[src/rtl/fix2float.sv]
// Signed fixed-point (FRAC_BITS fractional bits) to IEEE-754 float32 converter.
// Valid-only streaming pipeline: S1 sign/magnitude, S2 normalise, S3 round/pack, then output register.
module fix2float #(
  parameter int FRAC_BITS = 16
) (
  input  logic        clk,
  input  logic        rstn,
  input  logic        src_valid,
  input  logic [31:0] src,
  output logic        dst_valid,
  output logic [31:0] dst
);

  // Stage 1: sign, magnitude, zero flag
  logic        s1_valid_q;
  logic        s1_sign_q;
  logic        s1_zero_q;
  logic [31:0] s1_mag_q;
  logic [31:0] s1_mag_d;

  // Two's-complement negate; 32'h80000000 maps onto 2^31 as an unsigned magnitude
  assign s1_mag_d = src[31] ? (~src + 32'd1) : src;

  always_ff @(posedge clk) begin
    if (!rstn) s1_valid_q <= 1'b0;
    else       s1_valid_q <= src_valid;
  end

  always_ff @(posedge clk) begin
    if (src_valid) begin
      s1_sign_q <= src[31];
      s1_zero_q <= (src == 32'd0);
      s1_mag_q  <= s1_mag_d;
    end
  end

  // Stage 2: leading-one position, normalise, biased exponent
  logic        s2_valid_q;
  logic        s2_sign_q;
  logic        s2_zero_q;
  logic [31:0] s2_norm_q;
  logic [8:0]  s2_exp_q;
  logic [4:0]  s2_pos_d;
  logic [31:0] s2_norm_d;
  logic [8:0]  s2_exp_d;

  always_comb begin
    s2_pos_d = 5'd0;
    for (int i = 0; i < 32; i++) begin
      if (s1_mag_q[i]) s2_pos_d = 5'(i);
    end
  end

  assign s2_norm_d = s1_mag_q << (5'd31 - s2_pos_d);
  assign s2_exp_d  = {4'd0, s2_pos_d} + 9'd127 - 9'(FRAC_BITS);

  always_ff @(posedge clk) begin
    if (!rstn) s2_valid_q <= 1'b0;
    else       s2_valid_q <= s1_valid_q;
  end

  always_ff @(posedge clk) begin
    if (s1_valid_q) begin
      s2_sign_q <= s1_sign_q;
      s2_zero_q <= s1_zero_q;
      s2_norm_q <= s2_norm_d;
      s2_exp_q  <= s2_exp_d;
    end
  end

  // Stage 3: round-to-nearest-even on the 23-bit mantissa, then pack
  logic        s3_valid_q;
  logic [31:0] s3_result_q;
  logic        s3_guard_d;
  logic        s3_sticky_d;
  logic        s3_inc_d;
  logic [23:0] s3_man_d;
  logic [8:0]  s3_exp_d;
  logic [31:0] s3_result_d;
  logic        unused_exp_msb;

  assign s3_guard_d  = s2_norm_q[7];
  assign s3_sticky_d = |s2_norm_q[6:0];
  assign s3_inc_d    = s3_guard_d & (s3_sticky_d | s2_norm_q[8]);
  assign s3_man_d    = {1'b0, s2_norm_q[30:8]} + {23'd0, s3_inc_d};
  // Mantissa carry-out leaves the low 23 bits zero, so only the exponent needs bumping
  assign s3_exp_d    = s3_man_d[23] ? (s2_exp_q + 9'd1) : s2_exp_q;
  assign s3_result_d = s2_zero_q ? 32'd0 : {s2_sign_q, s3_exp_d[7:0], s3_man_d[22:0]};
  assign unused_exp_msb = s3_exp_d[8];

  always_ff @(posedge clk) begin
    if (!rstn) s3_valid_q <= 1'b0;
    else       s3_valid_q <= s2_valid_q;
  end

  always_ff @(posedge clk) begin
    if (s2_valid_q) s3_result_q <= s3_result_d;
  end

  // Output register: loads only on a valid stage-3 result, otherwise holds
  logic        dst_valid_q;
  logic [31:0] dst_q;

  always_ff @(posedge clk) begin
    if (!rstn) begin
      dst_valid_q <= 1'b0;
      dst_q       <= 32'd0;
    end else begin
      dst_valid_q <= s3_valid_q;
      if (s3_valid_q) dst_q <= s3_result_q;
    end
  end

  assign dst_valid = dst_valid_q;
  assign dst       = dst_q;

endmodule

[config.mk]
export PLATFORM = sky130hd
export DESIGN_NAME = fix2float
export DESIGN_NICKNAME = d
export VERILOG_FILES = /design/src/rtl/fix2float.sv
export SDC_FILE = /design/constraint.sdc
export NUM_CORES = 1
export LEC_CHECK = 0
export BUFFER_PORTS_ARGS = -buffer_cell sky130_fd_sc_hd__clkbuf_2
export CORE_MARGIN = 3
export CORE_UTILIZATION = 34
export DETAILED_ROUTE_END_ITERATION = 8
export GPL_TIMING_DRIVEN = 1
export SLEW_MARGIN = 30
export SYNTH_ARGS = -nofsm -noshare
export SYNTH_HDL_FRONTEND = slang
export SYNTH_SLANG_ARGS = --single-unit
[constraint.sdc]
create_clock -name clk -period 3.1 [get_ports clk]
set_input_delay 0.155 -clock clk [delete_from_list [all_inputs] [get_ports clk]]
set_output_delay 0.155 -clock clk [all_outputs]
set_load 0.02 [all_outputs]
# Word level (Yosys, flattened, before mapping)
# Index checks and enable logic that the tools add are counted.
op_classes:
  addsub: 6
  shifts: 1
  n_mux: 33
  n_bitwise: 3
  n_reduce_logical: 2
ops:
  columns: ["operator", "n"]
  rows:
  - ["5-bit 2-to-1 mux", 30]
  - ["32-bit by 1-bit adder with 32-bit output, second input constant", 1]
  - ["32-bit logical NOT", 1]
  - ["32-bit inverter", 1]
  - ["32-bit by 5-bit left shift with 31-bit output", 1]
  - ["31-bit 2-to-1 mux", 1]
  - ["23-bit by 1-bit adder with 24-bit output", 1]
  - ["5-bit by 7-bit adder with 8-bit output, second input constant", 1]
  - ["8-bit by 1-bit adder with 8-bit output, second input constant", 1]
  - ["8-bit 2-to-1 mux", 1]
  - ["8-bit by 5-bit subtractor with 8-bit output, second input constant", 1]
  - ["7-bit OR reduction", 1]
  - ["5-bit subtractor, first input constant", 1]
  - ["1-bit bitwise AND", 1]
  - ["1-bit 2-to-1 mux", 1]
  - ["1-bit OR", 1]
word_totals:
  regBits: 143
  inputBits: 35
  word_cells: 59

# Depth between registers and ports, before layout
# Gate-level depths: netlist of the first run.
logic_depth:
  word_depth: 33
  mapped_depth: 12

# Worst setup path after synthesis of the first run
# OpenSTA, ideal clock, no wires.
synth_path:
  kind: "reg2reg"
  startpoint: "register s1_mag_q[5]"
  endpoint: "register s2_norm_q[29] (data pin)"
  setup_time_ps: 158
  arrival_time_ps: 2730
  path_slack_ps: 212
  stages_incl_launch_ff: 10
  n_path_buf: 1
  period_less_slack_ps: 2888
  cell_sequence: "edfxtp_1 -> or4_1 -> a311oi_2 -> o21ai_2 -> buf_4 -> mux2i_1 -> mux2_2 -> a221oi_1 -> o32ai_1 -> a211oi_2"
synth_via:
  elab_chain_len: 29
synth_lines:
  columns: ["item", "line", "source"]
  rows:
  - ["from (decl)", "18", "logic [31:0] s1_mag_q;"]
  - ["from (signal assigned)", "33", "s1_mag_q <= s1_mag_d;"]
  - ["5-bit 2-to-1 mux (27 in series)", "50", "if (s1_mag_q[i]) s2_pos_d = 5'(i);"]
  - ["5-bit subtractor", "54", "assign s2_norm_d = s1_mag_q << (5'd31 - s2_pos_d);"]
  - ["32-bit by 5-bit left shift with 31-bit output *", "54", null]
  - ["net s2_norm_d[29]", "44", "logic [31:0] s2_norm_d;"]
  - ["to (signal assigned)", "66", "s2_norm_q <= s2_norm_d;"]
  - ["to (decl)", "41", "logic [31:0] s2_norm_q;"]
# The timed path passes the listed nets; every way through them passes the cells marked *.
# A chain may end at the register's enable or synchronous reset.

# Final worst setup path of the first run
layout_path:
  startpoint: "register s1_mag_q[22]"
  endpoint: "register s2_norm_q[25] (data pin)"
layout_via:
  elab_chain_len: 12
layout_lines:
  columns: ["item", "line"]
  rows:
  - ["5-bit 2-to-1 mux (10 in series)", "50"]
  - ["5-bit subtractor", "54"]
  - ["32-bit by 5-bit left shift with 31-bit output *", "54"]
  - ["net s2_norm_d[25]", "44"]
# Marks and branches as above.

==> out/metrics.yaml, run 1 <==
finish:
  post-route-util: 0.451
  drive_above_1_share: 0.287
  area.sequential_um2: 3940
  final_area_um2: 10700
  num-fill-cells: 2208
  diodes: 0
  nets: 998
  multi_input_area_um2: 4260
  areaGrowthSynthToFinish_pct: 29.4
drt:
  via_per_inst: 5.15
  wl_per_cell_um: 16.1
  drt-total-wl_um: 20800
  drc: 0
  drtIter0Drc: 582
  vias: 6645
  drt_pass1_iterations: 6
  drtAntennaViolNets: 0
logic_synthesis:
  syn-num-nets: 831
  syn_area_um2: 8230
  synthArstFlopShare: 0
  synth_top_family_by_area: "simple AND/OR/NAND/NOR gates"
  synth_edf_count: 107
  synth_compound_area_frac: 0.152
  synthSimpleGateAreaFrac: 0.163
  synthMuxAreaShare: 0.110
  yosys-top-cells-area: "edfxtp_1, mux2i_1, dfxtp_1"
  synth_top_area_cell: "edfxtp_1"
  synth_fa_ha_area_frac: 0.00608
  synth.distinct_cells: 72
  avgSynthCellArea_um2: 10.4
  synth-seq-area-share: 0.478
  synth-seq-cells: 143
  synth_flop_cell: "edfxtp_1"
  netlist_instances: 792
  ys_warn_count: 0
  yosysTopAreaCellShare: 0.390
  synth_xor_area_frac: 0.0574
hold_path:
  hold_path.class: "in2reg"
  min_from: "src[30]"
die:
  core_um2: 23600
  die_h_um: 162
  fp-row-count: 56
  start_util: 0.349
  die_width_um: 162
  die_area_um2: 26100
  pin_count: 68
timing:
  finalMaxSlewViolations: 0
  max_slew_margin: 0.424
  min_period_ns: 3.16
  setup_ws_ns: -0.0574
  fmax_ghz: 0.317
  tightest_slew_ns: 0.863
  grt_setup_unrepaired: "true"
  period_share: 1.02
  hold_violations: 0
  fin_worst_skew_ns: 0.0137
  setup_viol: 1
status:
  status: "finished, violations left"
  failed_checks: "negative setup slack"
clocking:
  clkTransAtPathRegs_ns: 0.07
  cts_tree: "built"
  root_buffer: "clkbuf_16"
  cts_made_buffers: 17
  cts.path.max_buffers: 2
  htreeDepth: 4
  clk_latency_ns: 0.43
  cts.sinks: 143
global_route:
  grt_first_pass_wirelength_um: 33500
  grt_antenna_before_repair: 0
  grt_max_degree: 37
  grt_pass1_vias: 6297
  overflow: 0
  grt.total_usage: 0.159
pwr:
  p_leak_nw: 3.99
  ir_worst_vdd_v: 0.000312
  powerDensity_nw_per_um2: 547
worst_setup_path:
  required_ns: 3.27
  cp-startpoint: "s1_mag_q[22]$_DFFE_PP_"
  crit_arrival_ns: 3.33
  worstSetupPathType: "reg2reg"
  crit_fanout: 5
  worstSetupEndpointType: "register"
  r2r_start: "s1_mag_q[22]$_DFFE_PP_"
  cp-start-kind: "register"
placement:
  portBuffers: 67
  routabilityCongestion: 0.869
  place_area_um2: 9610
  dp_hpwl_um: 15200
run:
  cap_violations: 0
[stage by stage]
| step | hold slack [ns] | power (mW) | setup TNS (ns) | instances | worst slack (ns) |
|---|---|---|---|---|---|
| 2_1_floorplan | 0.254 | 3.03 | 0 | 792 | 0.212 |
| 3_3_place_gp | 0.406 | 3.53 | -0.135 | 1240 | -0.0813 |
| 3_5_place_dp | 0.405 | 3.53 | -0.137 | 1240 | -0.137 |
| 4_1_cts | 0.0297 | 5.72 | 0 | 1273 | 0.00878 |
| 5_1_grt | 0.0415 | 6.08 | -0.688 | 1291 | -0.119 |
| 6_report | 0.0428 | 5.83 | -0.0574 | 1291 | -0.0574 |
[final cells by class]
cell class,instances,share of cell area
Multi-Input combinational cell,586,0.399
Inverter,20,0.00728
Clock inverter,13,0.0148
Clock buffer,19,0.0446
Timing Repair Buffer,191,0.127
Sequential cell,143,0.369
Tap cell,319,0.0375
[worst max-delay path, stage by stage, from the launching register on]
cell	delay, ns
edfxtp_1	0.39
buf_4	0.15
or3_1	0.38
o211a_1	0.32
a211oi_4	0.31
buf_6	0.15
buf_6	0.12
buf_4	0.11
mux2i_1	0.25
mux2i_1	0.15
a221oi_1	0.34
buf_4	0.18
o31ai_1	0.05
[final timing paths]
path	end	slack, ns	cells after the start
worst min-delay path	s1_mag_q[30]$_DFFE_PP_	0.04	2
worst min register to register	s2_zero_q$_DFFE_PP_	0.41	0
worst max register to register	s2_norm_q[25]$_DFFE_PP_	-0.06	12
worst max-delay path	s2_norm_q[25]$_DFFE_PP_	-0.06	12
[Yosys cell counts (all sizes together), types with 17 or more instances]
library cell / count
nor2b: 41
xnor2: 36
xor2: 18
a21oi: 32
nor2: 72
buf: 17
a211oi: 22
mux2i: 78
nand2: 62
nand3: 18
nor3: 17
edfxtp: 107
inv: 20
clkbuf: 26
o21ai: 34
dfxtp: 36
[where the power goes]
part | internal (mW) | leakage [nW] | switching [mW]
sequential | 2.23 | 1.35 | 0.107
clock | 1.25 | 0.307 | 0.923
combinational | 0.617 | 2.33 | 0.708
total | 4.09 | 3.99 | 1.74
[per-layer routing]
| layer | vias to the layer above | GRT usage | part of all wire |
|---|---|---|---|
| li1 | 3319 | - | - |
| met1 | 3094 | 0.219 | 0.47 |
| met2 | 204 | 0.253 | 0.47 |
| met3 | 28 | 0.0303 | 0.050 |
| met4 | 0 | 0.0496 | 0.015 |
| met5 | - | 0 | 0 |
[flip-flops by register name, indices dropped and copies added (netlist names), 8 cells and up]
name         flops
s3_result_q     32
s2_exp_q         8
s1_mag_q        32
s2_norm_q       31
dst             32
[cell families after synthesis]
group / count (synthesis)
simple gates: 271
buf+inv: 63
mux: 87
compound gates: 170
fa+ha+maj: 4
flops: 143
xor+xnor: 54
[timing repair]
action	CTS	global route
hold endpoints to repair	1	0
gates cloned	0	3
pin swaps	0	8
gates resized for setup	5	45
buffers inserted	0	16
setup endpoints to repair	5	19
hold buffers	1	0
[cells in the final DEF (no fill, tap or decap), types with 6 or more instances in the layout]
cell       synthesis  routed
buf_4              1     113
edfxtp_1         107     107
mux2i_1           77      74
nor2_1            71      69
clkbuf_2           1      67
nand2_1           62      62
nor2b_1           41      41
xnor2_1           36      36
dfxtp_1           36      35
o21ai_0           31      30
a21oi_1           32      28
clkbuf_16          0      21
inv_1             19      19
xor2_1            18      18
nand3_1           18      17
nor3_1            17      15
a211oi_1          16      14
nand4_1           10      10
or3_1             10       9
a31oi_1            9       9
o31ai_1           10       9
nor4_1             9       7
and2_1             7       7
or4_1              7       7
inv_8              0       7
a211oi_2           5       6
nand2b_1           6       6
o211ai_1           6       6
Power figures use the tool's default switching activity.
==> inputs of run 2 (changes only) <==
- CORE_ASPECT_RATIO: default -> 0.6
- TNS_END_PERCENT: default -> 10
==> run 2 against run 1 <==
Net effect: the flow still finishes with violations (negative setup slack); non-clock buffer count rose by 13; sequential share of layout area fell by 0.39 points; final cell count rose by 0.70%; core utilization rose by 0.79 points; via count rose by 5.6%; sequential power barely moved; register-to-register slack improved by 0.03 ns; global-route usage rose by 2.5 points; total power fell by 1.1%; count of clock-buffer cells in the layout rose by 2; clock skew fell by 0.0013 ns; critical endpoint is now s2_norm_q[26]$_DFFE_PP_; largest cell class unchanged; highest routed layer unchanged.
==> out/metrics.yaml, run 2 (synthesis gave the netlist of run 1 again) <==
finish:
  nets: 1011
  fin_cells: 1300
  mostFrequentLayoutCells: "buf_4, edfxtp_1, mux2i_1, nor2_1, clkbuf_2"
  diodes: 0
  final_area_um2: 10800
  final_common_cell: "buf_4"
  areaGrowthSynthToFinish_pct: 30.8
  drive_above_1_share: 0.308
timing:
  whs_ns: 0.0325
  setup_ws_ns: -0.0247
  max_slew_margin: 0.408
  period_share: 1.01
  setup_viol: 2
  fin_worst_skew_ns: 0.0123
  grt_setup_unrepaired: "true"
  hold_violations: 0
  fmax_ghz: 0.320
  tightest_slew_ns: 0.888
  finalMaxSlewViolations: 0
  min_period_ns: 3.12
pwr:
  p_leak_nw: 4.03
  total_power_mw: 5.77
  powerDensity_nw_per_um2: 536
  ir_worst_vdd_v: 0.000364
worst_setup_path:
  crit_arrival_ns: 3.35
  worstSetupPathType: "reg2reg"
  rrSetupSlack_ns: -0.02
  crit_fanout: 6
  ff2ff_path_depth: 11
  cp-start-kind: "register"
  worstSetupEndpointType: "register"
  required_ns: 3.33
  rr_endpoint: "s2_norm_q[26]$_DFFE_PP_"
  r2r_start: "s1_mag_q[12]$_DFFE_PP_"
clocking:
  clk_latency_ns: 0.43
  clkTransAtPathRegs_ns: 0.06
  root_buffer: "clkbuf_16"
  cts_made_buffers: 17
  cts.sinks: 143
  htreeDepth: 4
  cts.path.max_buffers: 2
  cts_tree: "built"
placement:
  place_inst: 1251
  routabilityCongestion: 0.948
  dp_slack_ns: -0.115
  dp_hpwl_um: 17400
  place_area_um2: 9700
  portBuffers: 67
global_route:
  grt_max_degree: 37
  grt_first_pass_wirelength_um: 37500
  grt_antenna_before_repair: 0
  overflow: 0
  grt_pass1_vias: 6599
  grt.total_usage: 0.184
run:
  cap_violations: 0
die:
  pin_count: 68
  core_um2: 23500
  die_area_um2: 26200
  die_h_um: 127
  die_width_um: 207
  start_util: 0.351
  fp-row-count: 43
hold_path:
  min_to: "s1_mag_q[30]$_DFFE_PP_"
  hold_depth: 2
  hold_path.class: "in2reg"
  min_from: "src[30]"
drt:
  vias: 7018
  via_per_inst: 5.40
  drtAntennaViolNets: 0
  drt_pass1_iterations: 5
  drt-total-wl_um: 23800
  drtIter0Drc: 688
  wl_per_cell_um: 18.3
  drc: 0
status:
  status: "finished, violations left"
  failed_checks: "negative setup slack"
-- run 2: what timing repair did --
item	4_1_cts	5_1_grt
hold buffers	1	0
gates cloned	0	0
setup endpoints to repair	6	22
hold endpoints to repair	1	0
pin swaps	2	11
gates resized for setup	9	67
setup buffers	1	14
-- run 2: routing by layer --
layer  share of wire  routed length [µm]  up-vias  global-route usage
li1                -                   -     3343                   -
met1            0.51               12200     3405               0.297
met2            0.40                9600      254               0.237
met3           0.076                1810       16              0.0521
met4          0.0081                 193        0              0.0400
met5               0                   0        -                   0
-- run 2: power by group --
part	internal, mW	switching, mW	total, mW	leakage (nW)
logic	0.660	0.777	1.44	2.39
registers	2.23	0.107	2.33	1.35
clock network	1.17	0.828	2.00	0.291
-- run 2: worst max-delay path by stage --
stage                                start                       to  slack (ns)  cells after the start
global placement    s1_mag_q[24]$_DFFE_PP_  s2_norm_q[17]$_DFFE_PP_       -0.14                      9
detailed placement  s1_mag_q[26]$_DFFE_PP_  s2_norm_q[17]$_DFFE_PP_       -0.11                     10
CTS                 s1_mag_q[12]$_DFFE_PP_  s2_norm_q[25]$_DFFE_PP_      -0.005                     11
finish              s1_mag_q[12]$_DFFE_PP_  s2_norm_q[26]$_DFFE_PP_       -0.02                     11
global route        s1_mag_q[23]$_DFFE_PP_  s2_norm_q[29]$_DFFE_PP_       -0.14                     12
floorplan            s1_mag_q[5]$_DFFE_PP_  s2_norm_q[29]$_DFFE_PP_        0.21                      9
-- run 2: layout make-up --
type,count,area [µm²]
clock inverters,11,76.3
inverters,20,75.1
fillers,2227,12700
repair buffers,204,1420
flip-flops and latches,143,3940
well taps,315,394
clock buffers,21,504
multi-input cells,586,4370
-- run 2: metrics by stage --
stage	TNS, ns	util
after global placement	-0.226	0.413
final	-0.0465	0.459
after global routing	-1.24	0.459
after detailed placement	-0.334	0.413
after CTS	-0.00529	0.441
after floorplan	0	-
-- run 2: critical path, stage by stage, from the launching register on --
cell and delay, ns:
edfxtp_1 0.42, or3_4 0.41, a221oi_2 0.27, o21ai_4 0.16, buf_4 0.19, a2111oi_1 0.36, buf_4 0.21, a211oi_4 0.05
o32ai_2 0.34, buf_4 0.18, a211oi_2 0.04, o311ai_1 0.31
